===== src/rtl/fifo_tx_serializer.sv =====
// Drains words from a FIFO read port and sends each one as a UART-style frame:
// a start bit, the data LSB-first, an optional even-parity bit, then a stop bit.
//
// state  | meaning
// IDLE   | waiting for enable with a non-empty FIFO
// RD     | read strike is high for this one cycle
// LOAD   | fifo_dout is valid; capture the word and its parity
// START  | tx=0 for one bit time
// DATA   | DATA_W data bits, LSB first
// PARITY | even-parity bit (only when PARITY_EN=1)
// STOP   | tx=1 for one bit time, then count the frame
module fifo_tx_serializer #(
  parameter int DATA_W       = 4,
  parameter int CLKS_PER_BIT = 4,
  parameter int PARITY_EN    = 1
) (
  input  logic              clk,
  input  logic              reset,
  input  logic              enable,
  input  logic              empty,
  input  logic [DATA_W-1:0] fifo_dout,
  output logic              read,
  output logic              tx,
  output logic              busy,
  output logic [7:0]        frames_sent
);

  localparam int BAUD_W = (CLKS_PER_BIT > 1) ? $clog2(CLKS_PER_BIT) : 1;
  localparam int BIT_W  = $clog2(DATA_W + 1);
  localparam logic [BAUD_W-1:0] BAUD_LAST = BAUD_W'(CLKS_PER_BIT - 1);
  localparam logic [BIT_W-1:0]  BIT_LAST  = BIT_W'(DATA_W - 1);

  typedef enum logic [2:0] {
    IDLE   = 3'd0,
    RD     = 3'd1,
    LOAD   = 3'd2,
    START  = 3'd3,
    DATA   = 3'd4,
    PARITY = 3'd5,
    STOP   = 3'd6
  } state_t;

  state_t state, state_next;

  logic [BAUD_W-1:0] baud_cnt, baud_next;
  logic [BIT_W-1:0]  bit_cnt, bit_next;
  logic [DATA_W-1:0] shift_reg, shift_next;
  logic              parity_bit, parity_next;
  logic              bit_done;
  logic              tx_next, read_next, busy_next;
  logic [7:0]        frames_next;

  assign bit_done = (baud_cnt == BAUD_LAST);

  always_ff @(posedge clk or posedge reset) begin
    if (reset) state <= IDLE;
    else       state <= state_next;
  end

  always_comb begin
    state_next = state;
    case (state)
      IDLE:    if (enable && !empty) state_next = RD;
      RD:      state_next = LOAD;
      LOAD:    state_next = START;
      START:   if (bit_done) state_next = DATA;
      DATA: begin
        if (bit_done && (bit_cnt == BIT_LAST))
          state_next = (PARITY_EN != 0) ? PARITY : STOP;
      end
      PARITY:  if (bit_done) state_next = STOP;
      STOP:    if (bit_done) state_next = IDLE;
      default: state_next = IDLE;
    endcase
  end

  // Outputs are precomputed from the next state so every port comes straight off a flop.
  always_comb begin
    baud_next   = baud_cnt;
    bit_next    = bit_cnt;
    shift_next  = shift_reg;
    parity_next = parity_bit;

    if (state_next != state) begin
      baud_next = '0;
      bit_next  = '0;
    end else if (state inside {START, DATA, PARITY, STOP}) begin
      baud_next = bit_done ? '0 : baud_cnt + 1'b1;
      if ((state == DATA) && bit_done) bit_next = bit_cnt + 1'b1;
    end

    if (state == LOAD) begin
      shift_next  = fifo_dout;
      parity_next = ^fifo_dout;
    end else if ((state == DATA) && bit_done) begin
      shift_next = shift_reg >> 1;
    end

    read_next = (state == IDLE) && (state_next == RD);
    busy_next = (state_next != IDLE);

    case (state_next)
      START:   tx_next = 1'b0;
      DATA:    tx_next = shift_next[0];
      PARITY:  tx_next = parity_next;
      default: tx_next = 1'b1;
    endcase

    frames_next = frames_sent;
    if ((state == STOP) && (state_next == IDLE)) frames_next = frames_sent + 8'd1;
  end

  always_ff @(posedge clk or posedge reset) begin
    if (reset) begin
      baud_cnt    <= '0;
      bit_cnt     <= '0;
      shift_reg   <= '0;
      parity_bit  <= 1'b0;
      read        <= 1'b0;
      busy        <= 1'b0;
      tx          <= 1'b1;
      frames_sent <= 8'd0;
    end else begin
      baud_cnt    <= baud_next;
      bit_cnt     <= bit_next;
      shift_reg   <= shift_next;
      parity_bit  <= parity_next;
      read        <= read_next;
      busy        <= busy_next;
      tx          <= tx_next;
      frames_sent <= frames_next;
    end
  end

endmodule


===== config.mk =====
export PLATFORM = sky130hd
export DESIGN_NAME = fifo_tx_serializer
export DESIGN_NICKNAME = d
export VERILOG_FILES = /design/src/rtl/fifo_tx_serializer.sv
export SDC_FILE = /design/constraint.sdc
export NUM_CORES = 1
export LEC_CHECK = 0
export ABC_AREA = 1
export CORE_MARGIN = 3
export CORE_UTILIZATION = 50
export CTS_CLUSTER_SIZE = 12
export DETAILED_ROUTE_END_ITERATION = 8
export PLACE_DENSITY = 0.74
export SLEW_MARGIN = 30
export SYNTH_ARGS = -nofsm -noshare
export SYNTH_HDL_FRONTEND = slang
export SYNTH_SLANG_ARGS = --single-unit

===== constraint.sdc =====
create_clock -name clk -period 3.47 [get_ports clk]
set_clock_uncertainty 0.15 [all_clocks]
set_input_delay 0.347 -clock clk [delete_from_list [all_inputs] [get_ports clk]]
set_output_delay 0.347 -clock clk [all_outputs]
set_load 0.05 [all_outputs]

Yosys cells after proc, flatten, opt, wreduce, memory -nomap -nowiden
Cells that the tools add are included.
{ "classes": {"addsub": 3, "mul": 0, "div": 0, "magnitude_cmp": 0, "n_eq_ne": 13, "n_shift": 0, "muxes": 16, "n_bitwise": 0, "reduce_logical": 15} }
{ "op_table": {"columns": ["op", "count"], "rows": [
  ["$mux 3", 8],
  ["$pmux 3 s7", 1],
  ["$eq 3x3->1 const B", 5],
  ["$eq 3x2->1 const B", 4],
  ["$add 8x1->8 const B", 1],
  ["$mux 4", 2],
  ["$eq 3x1->1 const B", 2],
  ["$logic_not 3->1", 2],
  ["$mux 2", 3],
  ["$reduce_bool 2->1", 3],
  ["$logic_and 1x1->1", 5],
  ["$reduce_bool 4->1", 1],
  ["$reduce_xor 4->1", 1],
  ["$add 3x1->3 const B", 1],
  ["$ne 3x3->1", 1],
  ["$pmux 1 s3", 1],
  ["$reduce_bool 3->1", 1],
  ["$add 2x1->2 const B", 1],
  ["$eq 2x2->1 const B", 1],
  ["$reduce_and 2->1", 1],
  ["$logic_not 1->1", 1],
  ["$mux 1", 1]
]} }
{ "totals": {"reg_bits": 24, "latchBits": 0, "ram_bits": 0, "mem_bits_ro": 0, "in_bits": 8, "out_inout_bits": 11, "wordCells": 57, "memories": 0} }

Depth between registers and ports, before layout
{ "depth": {"ltp_word": 7, "depth_mapped": 11, "depth_no_buf": 10} }

Worst setup path before layout
Ideal clock, no wire load.
{ "synth_path": {"path_kind": "flip-flop to flip-flop", "from": "register baud_cnt[0]", "to": "register frames_sent[7]", "setup_ns": 0.140, "t_arrival_ns": 1.338, "setup_slack_ns": 1.842, "path_stages_with_launch": 9, "path_buffers": 1, "path_cell_list": "dfrtp_1 ha_1 buf_2 nand3_2 nor2_4 nand4_1 nor2_1 nand2_1 xnor2_1"} }
{ "synth_between": {"elab_chain_cells": 6, "word_cells_on_any_way": 9, "classes_between": "eq/ne: 1; mux: 5; reduce/logical: 3"} }
{ "synth_rtl": {"columns": ["item", "line", "source"], "rows": [
  ["from (decl)", "45", "logic [BAUD_W-1:0] baud_cnt, baud_next;"],
  ["from (signal assigned)", "124", "baud_cnt <= baud_next;"],
  ["$eq 2x2->1 *", "53", "assign bit_done = (baud_cnt == BAUD_LAST);"],
  ["$logic_and 1x1->1", "68", "if (bit_done && (bit_cnt == BIT_LAST))"],
  ["$mux 3", "68", null],
  ["$pmux 3 s7 *", "62", "case (state)"],
  ["$logic_not 3->1 *", "110", "if ((state == STOP) && (state_next == IDLE)) frames_next = frames_sent + 8'd1;"],
  ["$logic_and 1x1->1 *", "110", null],
  ["to (signal assigned)", "131", "frames_sent <= frames_next;"],
  ["to (decl)", "25", "output logic [7:0] frames_sent"]
]} }
Every way passes the cells marked *; elsewhere a longest branch is shown, timed or not.
A chain may end at the register's enable or synchronous reset.

Final worst setup path
{ "layout_path": {"from": "register tx", "to": "output tx"} }
{ "layout_lines": {"columns": ["item", "line", "source"], "rows": [
  ["from (decl)", "23", "output logic tx,"],
  ["from (signal assigned)", "130", "tx <= tx_next;"]
]} }
No word-level cell between the ends.

==> results.toml <==
[status]
status = "finished clean"

[power]
power.ir.vdd_worst_mv = 0.484
power.share.combinational_pct = 45.7
seq_power_share_pct = 38.9
switching_component_of_the_power_uw = 448
p_sw_share_pct = 43.9
total_leakage_power_nw = 0.778
power_total_mw = 1.02
clockPowerShare_pct = 15.4
intPower_uw = 573
power_density_mw_per_mm2 = 630

[routing]
drc = 0
detailedRoute.firstIterationViolations = 16
antenna_left = 0
via_count = 1086
via_per_inst = 5.07
drt_first_pass_iters = 4
post_drt_wl_per_cell_um = 12.7
totalWireLength_mm = 2.71

[finish]
area_growth_pct = 17.1
nets = 197
layout-drive-gt1-share_pct = 16.3
final_cell_mix = "sky130_fd_sc_hd__nand2_1 (45), sky130_fd_sc_hd__inv_1 (24), sky130_fd_sc_hd__dfrtp_1 (23)"
antenna_cells_inserted = 0
stdcell_count = 214
most_common_cell_after_layout_fill_and_taps_aside = "sky130_fd_sc_hd__nand2_1"
largest_register_ff_count = 8
fillerInstances = 216

[synthesis]
netlist_area_mm2 = 0.00139
syn-num-nets = 177
synthDistinctLibCells = 30
ys_seq_elements = 24
synth_compound_gate_area_share_pct = 5.60
synth_area_per_cell_um2 = 8.39
main_combinational_cell_family_by_area_after_synthesis = "simple AND/OR/NAND/NOR gates"
synth_fa_ha_area_share_pct = 3.61
synth-seq-area-share_pct = 43.5
synthesis.instances = 165
post_synth_and_or_nand_nor_area_fraction_pct = 33.0
synth_mux_area_share_pct = 0.723
synth.yosys.warnings = 0
xor_and_xnor_area_share_after_synthesis_pct = 5.06

[floorplan]
fp-row-count = 18
floorplan.io_pins = 19
starting_density_of_the_core_pct = 54.4
coreArea_mm2 = 0.00254
total_die_area_mm2 = 0.00344
floorplan.die.height_um = 58.6
die_x_um = 58.6

[sta]
min_period_ns = 2.17
grt_setup_unrepaired = "no"
maxSlewViolCount = 0
post-route-worst-setup-slack_ns = 1.30
hold_viol = 0
setup_viol = 0
worst-slew-pin-transition_ns = 0.504
fin_tns_setup_ns = 0
timing.slew.headroom_pct = 66.3
period_share_pct = 62.5
fmaxAchievable_ghz = 0.461

[global_route]
wire_length_of_the_first_global_routing_pass_mm = 4.52
sum_of_overflow_across_all_layers_after_global_routing = 0
global_route.usage.total_pct = 17.4
grt_antenna_before_repair = 0
first_global_vias = 1077
grt_start_max_net_pins = 25

[cts]
insertion_delay_ns = 0.33
htree_num_levels = 1
tritoncts = "yes"
post_cts_resized = 0
clockRootBuffer = "sky130_fd_sc_hd__clkbuf_4"
postCtsSetupRepairBufs = 0
cts.sinks = 24
hold_buffers = 0
cts_buffers = 3
cts-root-to-sink-buffers = 2
path_clk_slew_ns = 0.14

[placement]
port-buffer-count = 18
place.gp.congestion = 0.810
hpwlAfterDp_mm = 2.06
place.detailed.instances = 210
worst_setup_slack_before_clock_tree_synthesis_ns = 1.59

[setup_path]
path_class = "flop to output pin"
timing.reg2reg.setup_slack_ns = 1.59
rr_worst_depth = 6
critical_path.max_fanout = 1
critPathMaxStageDelay_ns = 0.79
cp-end-kind = "output pin"
crit_path_start_kind = "flop"
timing.critical_path.cells = "clkdlybuf4s50_1"
cp_data_required_time_ns = 2.97
worstReg2RegEnd = "frames_sent[6]"
slowest_stage = "sky130_fd_sc_hd__clkdlybuf4s50_1"
r2r-start = "baud_cnt[0]"
worst_path_dominant_cell_family = "buffers and inverters"
crit_path_arrival_time_ns = 1.67
critical_path_buffer_and_inverter_count = 1

[run]
cap_violations = 0

[hold_path]
hold_class = "input port to async pin"
-- stage by stage --
stage / hold WS (ns) / util, % / instance area, µm²
3_3_place_gp: 0.312 / 62.3 / 1590
4_1_cts: 0.334 / 63.7 / 1620
5_1_grt: 0.233 / 63.7 / 1620
2_1_floorplan: 0.211 / - / 1390
3_5_place_dp: 0.315 / 62.3 / 1590
6_report: 0.194 / 63.7 / 1620
-- layer usage --
layer / global-route usage [%] / vias to the layer above / wire length [µm]
met5: 0 / - / 0
met4: 8.41 / 0 / 66
met3: 2.85 / 7 / 118
met2: 30.3 / 21 / 1340
met1: 20.8 / 507 / 1180
li1: - / 551 / -
-- power groups by stage --
stage / Combinational, mW / Clock [mW] / Sequential [mW]
2_1_floorplan: 0.345 / 0 / 0.422
3_3_place_gp: 0.448 / 0 / 0.397
3_5_place_dp: 0.468 / 0 / 0.402
4_1_cts: 0.471 / 0.158 / 0.397
5_1_grt: 0.522 / 0.169 / 0.405
6_report: 0.467 / 0.157 / 0.397
-- layout make-up --
class / count / area [µm²] / share of cell area (%)
multi-input cells: 111 / 664 / 41.0
repair buffers: 18 / 180 / 11.1
clock buffers: 4 / 36.3 / 2.24
flip-flops and latches: 24 / 602 / 37.1
well taps: 30 / 37.5 / 2.31
inverters: 27 / 101 / 6.25
-- how the worst max path moves through the flow --
stage                     slack [ns]  depth (start not counted)         from        endpoint
final                           1.30                          1           tx              tx
after global routing            1.28                          1           tx              tx
after CTS                       1.30                          1           tx              tx
after detailed placement        1.59                          6  baud_cnt[0]  frames_sent[6]
after global placement          1.69                          1           tx              tx
after floorplan                 1.84                          8  baud_cnt[0]  frames_sent[7]
-- cell usage after synthesis --
library cell | count | share of area, %
sky130_fd_sc_hd__nand2_1 | 45 | 12
sky130_fd_sc_hd__inv_1 | 25 | 6.8
sky130_fd_sc_hd__dfrtp_1 | 23 | 42
sky130_fd_sc_hd__nor2_1 | 11 | 3.0
sky130_fd_sc_hd__xor2_1 | 7 | 4.4
sky130_fd_sc_hd__nand3_1 | 6 | 2.2
sky130_fd_sc_hd__nor2_2 | 5 | 2.3
sky130_fd_sc_hd__ha_1 | 4 | 3.6
sky130_fd_sc_hd__a21oi_2 | 3 | 1.9
sky130_fd_sc_hd__nand3_2 | 3 | 2.2
sky130_fd_sc_hd__nand4_1 | 3 | 1.4
sky130_fd_sc_hd__nor2_4 | 3 | 2.4
sky130_fd_sc_hd__a21oi_1 | 2 | 0.72
sky130_fd_sc_hd__buf_2 | 2 | 0.72
sky130_fd_sc_hd__inv_2 | 2 | 0.54
sky130_fd_sc_hd__nand2_4 | 2 | 1.6
sky130_fd_sc_hd__nand3_4 | 2 | 2.5
sky130_fd_sc_hd__nor3_1 | 2 | 0.72
sky130_fd_sc_hd__o21ai_0 | 2 | 0.72
sky130_fd_sc_hd__o221ai_1 | 2 | 1.3
sky130_fd_sc_hd__or2_2 | 2 | 0.90
sky130_fd_sc_hd__buf_4 | 1 | 0.54
sky130_fd_sc_hd__dfstp_2 | 1 | 1.9
sky130_fd_sc_hd__mux2i_1 | 1 | 0.72
sky130_fd_sc_hd__nand2_2 | 1 | 0.45
sky130_fd_sc_hd__nor3_2 | 1 | 0.72
sky130_fd_sc_hd__o21a_1 | 1 | 0.54
sky130_fd_sc_hd__o22ai_1 | 1 | 0.45
sky130_fd_sc_hd__or2_0 | 1 | 0.45
sky130_fd_sc_hd__xnor2_1 | 1 | 0.63
-- cells by family after synthesis --
group                    Yosys count
AND/OR/NAND/NOR                   87
buffers and inverters             30
flip-flops                        24
AO/OA/AOI/OAI                     11
XOR/XNOR                           8
adder cells (fa/ha/maj)            4
multiplexers                       1
(Power assumes the default switching activity.)
==> variant: new RTL, same settings <==
The parameter `PARITY_EN` goes from 1 to 0. Comments in the files are not updated.
--- a/src/rtl/fifo_tx_serializer.sv
+++ b/src/rtl/fifo_tx_serializer.sv
@@ -12,7 +12,7 @@
 module fifo_tx_serializer #(
   parameter int DATA_W       = 4,
   parameter int CLKS_PER_BIT = 4,
-  parameter int PARITY_EN    = 1
+  parameter int PARITY_EN    = 0
 ) (
   input  logic              clk,
   input  logic              reset,
Formal check against the unedited RTL: same outputs for any inputs over 10 cycles, from zero or initial values and one cycle with reset high; that may be too few to reach the edited logic, so the function may still have changed.
==> variant against the original RTL <==
Synthesized area increased by 14%. Global-route usage down 1.2 points. Die area up 12%. Utilization down 0.52 points. Power rose by 6.7%. Largest cell class unchanged. Design area grew 12%. Setup slack better by 0.031 ns. First-iteration DRC count increased to 3.8 times the old value. Sequential cell count unchanged. Critical path type unchanged. Wire length grew 11%.
==> variant: results (changes against the original RTL) <==
status=finished, final reports clean; Ys Warns=0 (unchanged); vias in the first global route=1243 (+15%); Max stage delay on crit path=0.85 ns (+0.06 ns); H-tree Lvls=1 (unchanged); post-synthesis sequential area ratio=0.3824 (-0.05215); Iter 0 DRT Violations=61 (+45); CP Data Arrival Time=1.64 ns (-0.03 ns); CTS Buf Count=3 (unchanged); nets=227 (+15%); number of flip-flops in the largest register=8 (unchanged); GRT Util Overall=0.1619 (-0.01221); crit-path leading delay family=buffers and inverters; Synth Area in Adders=0.03180 (-0.004337); clk slew on worst S/H paths=0.14 ns (about the same); post-synthesis cell count=196 (+19%); Max VDD drop=313.5 µV (-35%); asr flop ratio synth=1.000 (unchanged); # DRC=0 (unchanged); GP Congestion=0.8480 (+4.7%); slew margin rel.=0.4342 (-0.2284); Post-Layout Cell Count=256 (+20%); net switching power=466.8 µW (+4.1%); share of post-route cells with drive strength above 1=0.1542 (-0.008838); CP Max Fanout=7 (+6); Commonest cells post-synth=nand2_1, inv_1, dfrtp_1; Post-Synthesis Net Count=208 (+18%); Root Buffer=clkbuf_4; top post-synthesis cells by area=dfrtp_1, nand2_1, inv_1, nand4_1, nand3_1; Distinct cells, synth=30 (unchanged); first-pass GRT wire length=5278 µm (+17%); post-synthesis compound-gate area fraction=0.03816 (-0.01785); post-synthesis mux area share=0 (-0.007227); via count=1287 (+19%); n_diodes=0 (unchanged); Top FF cell, synth=dfrtp_1; CTS max path bufs=2 (unchanged); WL final=3000 µm (+11%); postcts setup bufs=0 (unchanged); final hold slack=0.2368 ns (+0.04320 ns); placed cell count=252 (+20%); fill count=251 (+16%); drt pass-1 iters=4 (unchanged); Port Buf Inserts=18 (unchanged); xor and xnor area share after synthesis=0.04452 (-0.006072); HP Class=primary input to async pin; Worst Setup Slack, final=1.332 ns (+0.03054 ns); initial antenna violation count=0 (unchanged); largest net degree at the start of global routing=25 (unchanged); r2r setup slk=1.54 ns (-0.05 ns); Pleak=0.0009376 µW (+20%); pre-CTS setup slack=1.598 ns (+0.004270 ns); Resized Gates After CTS=0 (unchanged); Clk Latency, worst-skew pair=0.31 ns (-0.02 ns); Slowest cell on crit path=clkdlybuf4s50_1; dpl hpwl=2326 µm (+13%)
variant: changes by cell type after synthesis, sizes merged, moves of 2 or more:
cell,change
nor2,-3
inv,+4
o21ai,+2
nand4,+12
a21oi,-4
nand2,+16
xor2,-2
o211ai,+2
nand3,+8
xnor2,+2
nor3,-2
or2,-3
variant: final timing paths:
check	from	end	cells past startpoint
min in group clk	parity_bit	parity_bit	1
setup reg to reg	state[1]	frames_sent[4]	9
hold / removal	reset	shift_reg[1]	2
hold reg to reg	parity_bit	parity_bit	1
max in group asynchronous	reset	frames_sent[3]	2
setup / recovery	frames_sent[4]	frames_sent[4]	1
variant: layout make-up:
type	instances	area share
clock buffers	3	0.01239
multi-input cells	136	0.4418
clock inverters	1	0.01652
inverters	32	0.07020
repair buffers	18	0.09911
flip-flops and latches	24	0.3310
well taps	42	0.02891
variant: power by group through the flow:
stage	Combinational, µW	Sequential [µW]	Clock (µW)
after floorplan	403	411	0
after global placement	477	403	0
after detailed placement	490	408	0
after CTS	493	402	202
after global routing	540	414	215
final	489	402	198
variant: stage by stage:
stage | power, µW | instance area [µm²]
5_1_grt | 1169 | 1818
3_5_place_dp | 898.0 | 1765
4_1_cts | 1097 | 1818
3_3_place_gp | 879.7 | 1765
6_report | 1090 | 1818
2_1_floorplan | 814.7 | 1574
variant: metal layers:
layer  vias up  track usage  wire (µm)
met5         -            0          0
met1       601       0.2134       1385
met3         4      0.01261         82
li1        665            -          -
met4         0      0.05801         28
met2        17       0.2796       1504
variant: cells by family after synthesis:
family                     after synthesis
AOI/OAI and AO/OA                        9
xor gates and xnor gates                 8
adders and majority gates                4
buffers and inverters                   36
DFF                                     24
and+or+nand+nor                        115
variant: worst register-to-register path: cells and delay by family (launching register included):
kind | cells | cell delay [ns]
flip-flops | 1 | 0.66
AND/OR/NAND/NOR | 7 | 0.83
buffers and inverters | 2 | 0.19
